===== src/rtl/oldland_exec_mdu.sv =====
// Multi-cycle unsigned multiply/divide unit beside the execute ALU.
// One op at a time; iterates one bit per cycle and strobes done for writeback.
module oldland_exec_mdu #(
  parameter int unsigned WIDTH   = 32,
  parameter int unsigned RD_BITS = 4
) (
  input  logic               clk,
  input  logic               rst,
  input  logic               start,
  input  logic [1:0]         opc,
  input  logic [WIDTH-1:0]   op_a,
  input  logic [WIDTH-1:0]   op_b,
  input  logic [RD_BITS-1:0] rd_sel,
  input  logic               cancel,
  output logic               stall,
  output logic               busy,
  output logic               done,
  output logic [WIDTH-1:0]   result,
  output logic [RD_BITS-1:0] rd_sel_out,
  output logic               z_flag,
  output logic               n_flag,
  output logic               div_zero
);

  localparam int unsigned CNT_W = $clog2(WIDTH);
  localparam int unsigned PW    = 2 * WIDTH;

  localparam logic [1:0] OP_MUL   = 2'b00;
  localparam logic [1:0] OP_MULHU = 2'b01;
  localparam logic [1:0] OP_DIVU  = 2'b10;
  localparam logic [1:0] OP_REMU  = 2'b11;

  typedef enum logic [1:0] {
    S_IDLE = 2'd0,
    S_RUN  = 2'd1,
    S_DONE = 2'd2
  } state_t;

  state_t               state_q, state_d;
  logic [CNT_W-1:0]     cnt_q, cnt_d;
  logic [1:0]           opc_q, opc_d;
  logic [WIDTH-1:0]     a_q, a_d;
  logic [WIDTH-1:0]     b_q, b_d;
  // Product for multiply; low half doubles as dividend/quotient shifter for divide.
  logic [PW-1:0]        prod_q, prod_d;
  logic [WIDTH-1:0]     rem_q, rem_d;
  logic [RD_BITS-1:0]   rd_q, rd_d;
  logic [WIDTH-1:0]     result_q, result_d;
  logic                 z_q, z_d;
  logic                 n_q, n_d;
  logic                 dz_q, dz_d;

  logic [WIDTH:0]       mul_sum;
  logic [WIDTH:0]       div_shift;
  logic [WIDTH:0]       div_diff;
  logic [WIDTH-1:0]     fin;
  logic                 load;

  // State and datapath registers
  always_ff @(posedge clk) begin
    if (rst) begin
      state_q  <= S_IDLE;
      cnt_q    <= '0;
      opc_q    <= '0;
      a_q      <= '0;
      b_q      <= '0;
      prod_q   <= '0;
      rem_q    <= '0;
      rd_q     <= '0;
      result_q <= '0;
      z_q      <= 1'b0;
      n_q      <= 1'b0;
      dz_q     <= 1'b0;
    end else begin
      state_q  <= state_d;
      cnt_q    <= cnt_d;
      opc_q    <= opc_d;
      a_q      <= a_d;
      b_q      <= b_d;
      prod_q   <= prod_d;
      rem_q    <= rem_d;
      rd_q     <= rd_d;
      result_q <= result_d;
      z_q      <= z_d;
      n_q      <= n_d;
      dz_q     <= dz_d;
    end
  end

  // Next-state and iteration logic
  always_comb begin
    state_d  = state_q;
    cnt_d    = cnt_q;
    opc_d    = opc_q;
    a_d      = a_q;
    b_d      = b_q;
    prod_d   = prod_q;
    rem_d    = rem_q;
    rd_d     = rd_q;
    result_d = result_q;
    z_d      = z_q;
    n_d      = n_q;
    dz_d     = dz_q;
    fin      = '0;
    load     = 1'b0;

    mul_sum   = {1'b0, prod_q[PW-1:WIDTH]} + (prod_q[0] ? {1'b0, a_q} : {(WIDTH+1){1'b0}});
    div_shift = {rem_q, prod_q[WIDTH-1]};
    // Borrow out lands in the top bit because the remainder is always below the divisor.
    div_diff  = div_shift - {1'b0, b_q};

    case (state_q)
      S_IDLE: begin
        if (start && !cancel) begin
          opc_d  = opc;
          a_d    = op_a;
          b_d    = op_b;
          rd_d   = rd_sel;
          cnt_d  = '0;
          rem_d  = '0;
          prod_d = {{WIDTH{1'b0}}, (opc[1] ? op_a : op_b)};
          if (opc[1] && (op_b == '0)) begin
            fin     = (opc == OP_REMU) ? op_a : {WIDTH{1'b1}};
            dz_d    = 1'b1;
            load    = 1'b1;
            state_d = S_DONE;
          end else begin
            state_d = S_RUN;
          end
        end
      end
      S_RUN: begin
        if (cancel) begin
          state_d = S_IDLE;
        end else begin
          cnt_d = cnt_q + CNT_W'(1);
          if (!opc_q[1]) begin
            prod_d = {mul_sum, prod_q[WIDTH-1:1]};
          end else if (div_diff[WIDTH]) begin
            rem_d              = div_shift[WIDTH-1:0];
            prod_d[WIDTH-1:0]  = {prod_q[WIDTH-2:0], 1'b0};
          end else begin
            rem_d              = div_diff[WIDTH-1:0];
            prod_d[WIDTH-1:0]  = {prod_q[WIDTH-2:0], 1'b1};
          end
          if (cnt_q == CNT_W'(WIDTH - 1)) begin
            state_d = S_DONE;
            load    = 1'b1;
            dz_d    = 1'b0;
            case (opc_q)
              OP_MUL:   fin = prod_d[WIDTH-1:0];
              OP_MULHU: fin = prod_d[PW-1:WIDTH];
              OP_DIVU:  fin = prod_d[WIDTH-1:0];
              default:  fin = rem_d;
            endcase
          end
        end
      end
      S_DONE: state_d = S_IDLE;
      default: state_d = S_IDLE;
    endcase

    if (load) begin
      result_d = fin;
      z_d      = (fin == '0);
      n_d      = fin[WIDTH-1];
    end
  end

  assign stall      = ((state_q == S_IDLE) && start && !cancel) || (state_q == S_RUN);
  assign busy       = (state_q != S_IDLE);
  assign done       = (state_q == S_DONE) && !cancel;
  assign result     = result_q;
  assign rd_sel_out = rd_q;
  assign z_flag     = z_q;
  assign n_flag     = n_q;
  assign div_zero   = dz_q;

endmodule


===== config.mk =====
export PLATFORM = sky130hd
export DESIGN_NAME = oldland_exec_mdu
export DESIGN_NICKNAME = d
export VERILOG_FILES = /design/src/rtl/oldland_exec_mdu.sv
export SDC_FILE = /design/constraint.sdc
export NUM_CORES = 1
export LEC_CHECK = 0
export CORE_UTILIZATION = 53
export DETAILED_ROUTE_END_ITERATION = 8
export DONT_BUFFER_PORTS = 1
export GPL_TIMING_DRIVEN = 0
export PLACE_DENSITY_LB_ADDON = 0.08
export SLEW_MARGIN = 5
export SYNTH_ARGS = -nofsm -noshare
export SYNTH_HDL_FRONTEND = slang
export SYNTH_SLANG_ARGS = --single-unit

===== constraint.sdc =====
create_clock -name clk -period 5.5 [get_ports clk]
set_clock_uncertainty 0.15 [all_clocks]
set_input_delay 0.825 -clock clk [delete_from_list [all_inputs] [get_ports clk]]
set_output_delay 0.825 -clock clk [all_outputs]
set_load 0.01 [all_outputs]

After elaboration in Yosys (flattened, before gate mapping)
Cells that the tools add are included.
{"block": "totals", "regBits": 208, "output_inout_bits": 42, "wordCells": 82}
{"block": "classes", "add_sub_neg": 3, "eq_ne": 11, "n_mux": 38, "reduce_logical": 18}
{"op": "32-bit two-way mux", "count": 13}
{"op": "32-bit case mux with 2 select lines", "count": 3}
{"op": "64-bit two-way mux", "count": 2}
{"op": "64-bit case mux with 2 select lines", "count": 1}
{"op": "32-bit logical NOT", "count": 2}
{"op": "32-bit by 32-bit adder with 33-bit output", "count": 1}
{"op": "33-bit by 32-bit subtractor with 33-bit output", "count": 1}
{"op": "5-bit two-way mux", "count": 2}
{"op": "5-bit case mux with 2 select lines", "count": 1}
{"op": "1-bit two-way mux", "count": 9}
{"op": "2-bit two-way mux", "count": 4}
{"op": "2-bit inequality test, second input constant", "count": 4}
{"op": "2-bit == test, second input constant", "count": 3}
{"op": "5-bit by 1-bit adder with 5-bit output, second input constant", "count": 1}
{"op": "5-bit == test, second input constant", "count": 1}
{"op": "1-bit logical AND", "count": 5}
{"op": "5-bit AND reduction", "count": 1}
{"op": "2-bit by 1-bit == test with 1-bit output, second input constant", "count": 2}
{"op": "2-bit logical NOT", "count": 2}
{"op": "1-bit case mux with 2 select lines", "count": 2}
{"op": "2-bit case mux with 2 select lines", "count": 1}
{"op": "2-bit AND reduction", "count": 2}
{"op": "2-bit nonzero test", "count": 2}
{"op": "3-bit inequality test, second input constant", "count": 1}
{"op": "4 further kinds", "count": 4}

Logic depth before layout (Yosys ltp)
{"block": "logic_depth", "word_depth": 8, "ltp_mapped": 17, "depth_no_buf": 16}

Worst setup path before layout
No wires, ideal clock.
{"block": "synth_path", "path_type": "reg-to-reg", "startpoint": "register prod_q[0]", "endpoint": "register z_q, in the netlist z_flag", "arrival_time_ns": 3.773, "t_required_ns": 5.291, "setup_slack_ns": 1.518, "path_stages_with_launch": 17, "path_cell_list": "dfxtp_1 -> clkbuf_1 -> and2_1 -> ha_1 -> clkbuf_1 -> a21o_1 -> a21o_1 -> a2111oi_0 -> nor3b_1 -> or4b_1 -> a31oi_1 -> xor2_1 -> nand2_1 -> a31oi_1 -> nand4_1 -> or4_1 -> nand2_1"}
{"block": "synth_via", "elab_chain_len": 8, "elab_cells_between_ends": 9}
{"item": "start: declaration", "line_no": "45", "rtl": "logic [PW-1:0] prod_q, prod_d;"}
{"item": "start signal: assignment", "line_no": "80", "rtl": "prod_q <= prod_d;"}
{"item": "32-bit two-way mux", "line_no": "107", "rtl": "mul_sum = {1'b0, prod_q[PW-1:WIDTH]} + (prod_q[0] ? {1'b0, a_q} : {(WIDTH+1){1'b0}});"}
{"item": "32-bit by 32-bit adder with 33-bit output", "line_no": "107"}
{"item": "32-bit two-way mux", "line_no": "137", "rtl": "if (!opc_q[1]) begin"}
{"item": "32-bit case mux with 2 select lines *", "line_no": "150", "rtl": "case (opc_q)"}
{"item": "32-bit two-way mux *", "line_no": "146", "rtl": "if (cnt_q == CNT_W'(WIDTH - 1)) begin"}
{"item": "32-bit two-way mux *", "line_no": "133", "rtl": "if (cancel) begin"}
{"item": "32-bit case mux with 2 select lines *", "line_no": "112", "rtl": "case (state_q)"}
{"item": "32-bit logical NOT *", "line_no": "165", "rtl": "z_d = (fin == '0);"}
{"item": "end signal: assignment", "line_no": "84", "rtl": "z_q <= z_d;"}
{"item": "end: declaration", "line_no": "49", "rtl": "logic z_q, z_d;"}
Mark *: on every way between the ends. The rest lies on a longest branch, timed or not.
A chain may end at the register's enable or synchronous reset.

Worst setup path after layout
Ends and elaborated chain as after synthesis.

==> metrics.cfg <==
[setup_path]
cpPeakStageDelay_ns=0.65
cp_data_arrival_time_ns=5.52
start_kind=register
crit_path_top_delay_cell=or4_1
end_kind=register
timing.critical_path.mode_cell=nand2_1
cp_cell_sequence=clkbuf_2 > and2_1 > ha_1 > inv_1 > fa_1 > nor2b_1 > o31ai_1 > a31oi_1 > o211ai_1 > o21ai_0 > xnor2_1 > nand2_1 > a31oi_1 > nand2_1 > or4_1 > or4_1 > nand2_1
worstPathMaxFanout=10
required_ns=5.82
crit_type=reg2reg

[synthesis]
synth.distinct_cells=73
syn_avg_cell_area_um2=7.30
yosysTopAreaCell=dfxtp_1
synthCells=1855
synth_edf_count=0
post-synth-top-area-fraction_pct=30.6
yosys_warnings=0
async_reset_ff_share_pct=0
syn_nets=1997
synthTopCellsByArea=dfxtp_1, a21oi_1, nand2_1, ha_1, mux2i_1
netlist_area_mm2=0.0135
seq_area_frac_synth_pct=30.6
ys_ff_latch=207
ys.flop_type=dfxtp_1

[clock_tree]
cts_num_sinks=207
cts_buffers=25
clk_latency_ns=0.53
cts_setup_buffers=0
cts_buffer_depth=3
clkTransAtPathRegs_ns=0.06
cts_resized=0
cts_max_level=1
cts_tree=yes
hold_buffers=0
root_buffer=clkbuf_16

[timing]
hold_ws_ns=0.272
report.final.slew_viol_count=0
timing.fmax_mhz=192
setup_viol=0
post-route-period-util_pct=94.6
finalSetupTns_ns=0
tightest_slew_ns=1.44
max_slew_margin_pct=3.20
hold_viol_final=0
period_needed_ns=5.20
rsz0062_at_grt=no

[floorplan]
die_w_um=162
core_region_area_mm2=0.0251
initial_core_util_pct=53.9
row_count=58
io-pin-count=116
design.die.area_mm2=0.0262
die_y_um=162

[placement]
gp_congestion=1.01
dp.cells=2185
place_hpwl_um=42700
port_buffers=0
place_area_mm2=0.0140

[finish]
drive_gt1_share_pct=4.01
layout_common_cells=nand2_1, a21oi_1, dfxtp_1
fin_cells=2228
final_area_mm2=0.0148
nNetsFinal=2024
syn_to_final_growth_pct=9.30
fill_cells=2485
utilization_pct=58.9
final_common_cell=nand2_1

[route]
viasPerCell=6.46
wirelength_um=53800
antenna_left=0
vias=14392
wl_per_cell_um=24.2
firstDrtPassIters=6
drt_iter0_drc=1664
drcViolationCount=0

[run]
drv_cap=0

[outcome]
status=finished clean

[grt]
grt.overflow.total=0
grt_pass1_vias=13190
antenna_found_initial=2
grt_pass1_wl_um=79300
grt_max_degree=13
grt.total_usage_pct=40.2

[power]
p_leak_uw=0.00564
p_per_area_mw_per_mm2=284
ir_worst_vdd_v=0.000240

[hold_path]
hp-class=in2reg

sequential cells by signal, indices dropped and copies added, names as in the netlist:
| signal | flops |
|---|---|
| cnt_q | 5 |
| div_zero | 1 |
| state_q | 2 |
| z_flag | 1 |
| rem_q | 32 |
| result | 32 |
| opc_q | 2 |
| rd_sel_out | 4 |
| b_q | 32 |
| a_q | 32 |
| prod_q | 64 |
cell usage after synthesis (7+ instances only):
| library cell | n |
|---|---|
| a211oi_1 | 14 |
| a21o_1 | 19 |
| a21oi_1 | 265 |
| a22oi_1 | 16 |
| a31oi_1 | 26 |
| and2_1 | 42 |
| and3_1 | 11 |
| buf_1 | 8 |
| buf_2 | 9 |
| clkbuf_1 | 96 |
| dfxtp_1 | 207 |
| ha_1 | 66 |
| inv_1 | 53 |
| mux2i_1 | 76 |
| nand2_1 | 301 |
| nand2b_1 | 11 |
| nand3_1 | 37 |
| nand4_1 | 21 |
| nor2_1 | 188 |
| nor2b_1 | 10 |
| nor3_1 | 32 |
| nor4_1 | 16 |
| o211ai_1 | 22 |
| o21a_1 | 14 |
| o21ai_0 | 85 |
| o21ai_1 | 7 |
| o22ai_1 | 29 |
| o31ai_1 | 7 |
| or3_1 | 10 |
| xnor2_1 | 32 |
| xor2_1 | 19 |
logic make-up after synthesis:
group,synth area share [%]
fa+ha+maj,6.39
simple gates,23.6
xor+xnor,3.30
buf+inv,4.96
compound gates,25.0
flops,30.6
mux,6.12
where the power goes:
group          switching, uW  internal (uW)
logic                    584            269
registers               42.9           1550
clock network            689           1060
total                   1320           2890
worst paths after layout:
kind              from      end  slack [ns]  cells after the start
min reg2reg    a_q[19]  a_q[19]        0.30                      2
min           op_a[20]  a_q[20]        0.27                      2
max reg2reg  prod_q[0]   z_flag        0.30                     17
max          prod_q[0]   z_flag        0.30                     17
through the flow:
stage	total power, uW	setup slack (ns)
2_1_floorplan	2190	1.52
3_3_place_gp	2440	0.143
3_5_place_dp	2450	0.136
4_1_cts	4170	0.0760
5_1_grt	4310	0.128
6_report	4200	0.296
cell type report:
cell class | instances | area, um^2 | share of cell area [%]
Clock buffer | 31 | 648 | 4.38
Tap cell | 330 | 413 | 2.79
Buffer | 117 | 474 | 3.20
Multi-Input combinational cell | 1478 | 8730 | 59.0
Clock inverter | 11 | 183 | 1.23
Antenna cell | 1 | 2.50 | 0.0169
Inverter | 53 | 199 | 1.34
Sequential cell | 207 | 4150 | 28.0
worst max-delay path: cells and delay by family (launching register included):
kind / cells / cell delay, ns
AO/OA/AOI/OAI: 5 / 1.28
adder cells (fa/ha/maj): 2 / 0.63
AND/OR/NAND/NOR: 7 / 1.94
XOR/XNOR: 1 / 0.16
flip-flops: 1 / 0.53
buffers and inverters: 2 / 0.42
per-layer routing:
layer / up-vias / track usage, % / share of wire, %
met2: 854 / 61.5 / 43
met1: 6756 / 53.9 / 41
met4: 0 / 14.1 / 3.8
met5: - / 0 / 0
met3: 131 / 11.4 / 12
li1: 6651 / - / -
Note: power is estimated with default switching activity, not from simulation.
==> variant (same settings) <==
Register the output `n_flag` once more, cleared by the reset; this adds one clock of latency there. The other outputs are not delayed to match.
--- a/src/rtl/oldland_exec_mdu.sv
+++ b/src/rtl/oldland_exec_mdu.sv
@@ -173,7 +173,13 @@
   assign result     = result_q;
   assign rd_sel_out = rd_q;
   assign z_flag     = z_q;
-  assign n_flag     = n_q;
+  always_ff @(posedge clk) begin
+    if (rst) begin
+      n_flag <= '0;
+    end else begin
+      n_flag <= n_q;
+    end
+  end
   assign div_zero   = dz_q;
 
 endmodule
Behaviour: not the same (a bounded check fails within 4 cycles, from zero or initial values and one cycle with rst high).
==> variant against the unedited design <==
Highest routed layer is now met5; setup slack got worse by 0.077 ns; worst hold slack got worse by 0.013 ns; sequential cell count rose by 1; first-iteration DRC count rose by 7.5%; wire length rose by 4.3%; synthesized area rose by 1.6%; maximum frequency fell by 1.5%; via count rose by 2.2%; total power fell by 9.9%; final area rose by 1.1%.
==> variant: results <==
sta:
  fin_crit_sh_pct: 96.0
  relSlewSlack_pct: 8.08
worst_setup_path:
  cp_slowest_cell: "dfxtp_1"
  cpLargestDelayFamily: "compound AO/OA/AOI/OAI gates"
  worstRegToRegCells: 16
detailed_routing:
  drt-initial-drc-count: 1789
  wl_per_cell_microns: 25.0
  num_vias: 14713
  routed_wirelength_microns: 56200
place:
  placed_cells: 2203
  dp_hpwl_microns: 43800
  globalplace.congestion: 1.01
  pre_cts_slack_ns: -0.0379
layout:
  syn_to_final_growth_pct: 8.69
  drive_gt1_share_pct: 4.49
  final_nets: 2041
outcome:
  run_status: "finished, final reports clean"
grt:
  grt_use_met2_pct: 61.4
  gr-usage-met1_pct: 56.8
  first_global_vias: 13529
synthesis:
  ys_types: 86
  ys_seq_area_share_pct: 30.3
  synth_xor_area_share_pct: 3.44
cts:
  clock_latency_ns: 0.55
power_and_ir_drop:
  ir_worst_vdd_v: 0.000284
[variant: what timing repair did]
action,CTS,global route
gates resized for setup,1,1
pin swaps,0,0
setup endpoints to repair,1,2
buffers inserted,0,0
[variant: cells by family (layout without fill, tap and decap cells)]
family | Yosys count | after routing
AND/OR/NAND/NOR | 680 | 680
XOR/XNOR | 54 | 54
multiplexers | 75 | 75
AO/OA/AOI/OAI | 611 | 611
flip-flops | 208 | 208
other | 0 | 1
adder cells (fa/ha/maj) | 68 | 68
buffers and inverters | 177 | 219
[variant: per-layer routing]
layer	vias up	wire length, microns	part of all wire, %
li1	6739	-	-
met1	6885	23300	42
met2	912	22800	41
met3	173	7340	13
met4	4	2620	4.7
met5	-	29	0.052
[variant: power by group]
| group | leakage [uW] | internal [uW] | switching, uW |
|---|---|---|---|
| Sequential | 0.00169 | 1550 | 31.1 |
| Clock | 0.000381 | 920 | 712 |
| Combinational | 0.00367 | 183 | 397 |
[variant: worst min-delay path by stage]
stage,startpoint,end,slack (ns),cells after the start
2_1_floorplan,a_q[0],a_q[0],0.28,2
3_3_place_gp,a_q[19],a_q[19],0.29,2
3_5_place_dp,a_q[17],a_q[17],0.29,2
4_1_cts,op_b[0],b_q[0],0.26,2
5_1_grt,op_a[2],a_q[2],0.27,2
6_report,op_b[13],b_q[13],0.26,2
[variant: area by class of cell]
type | instances | area (sq um)
diodes | 1 | 2.50
plain buffers | 122 | 489
clock buffers | 32 | 682
clock inverters | 10 | 92.6
fillers | 2493 | 10400
inverters | 55 | 206
multi-input cells | 1488 | 8910
flip-flops and latches | 208 | 4160
well taps | 330 | 413
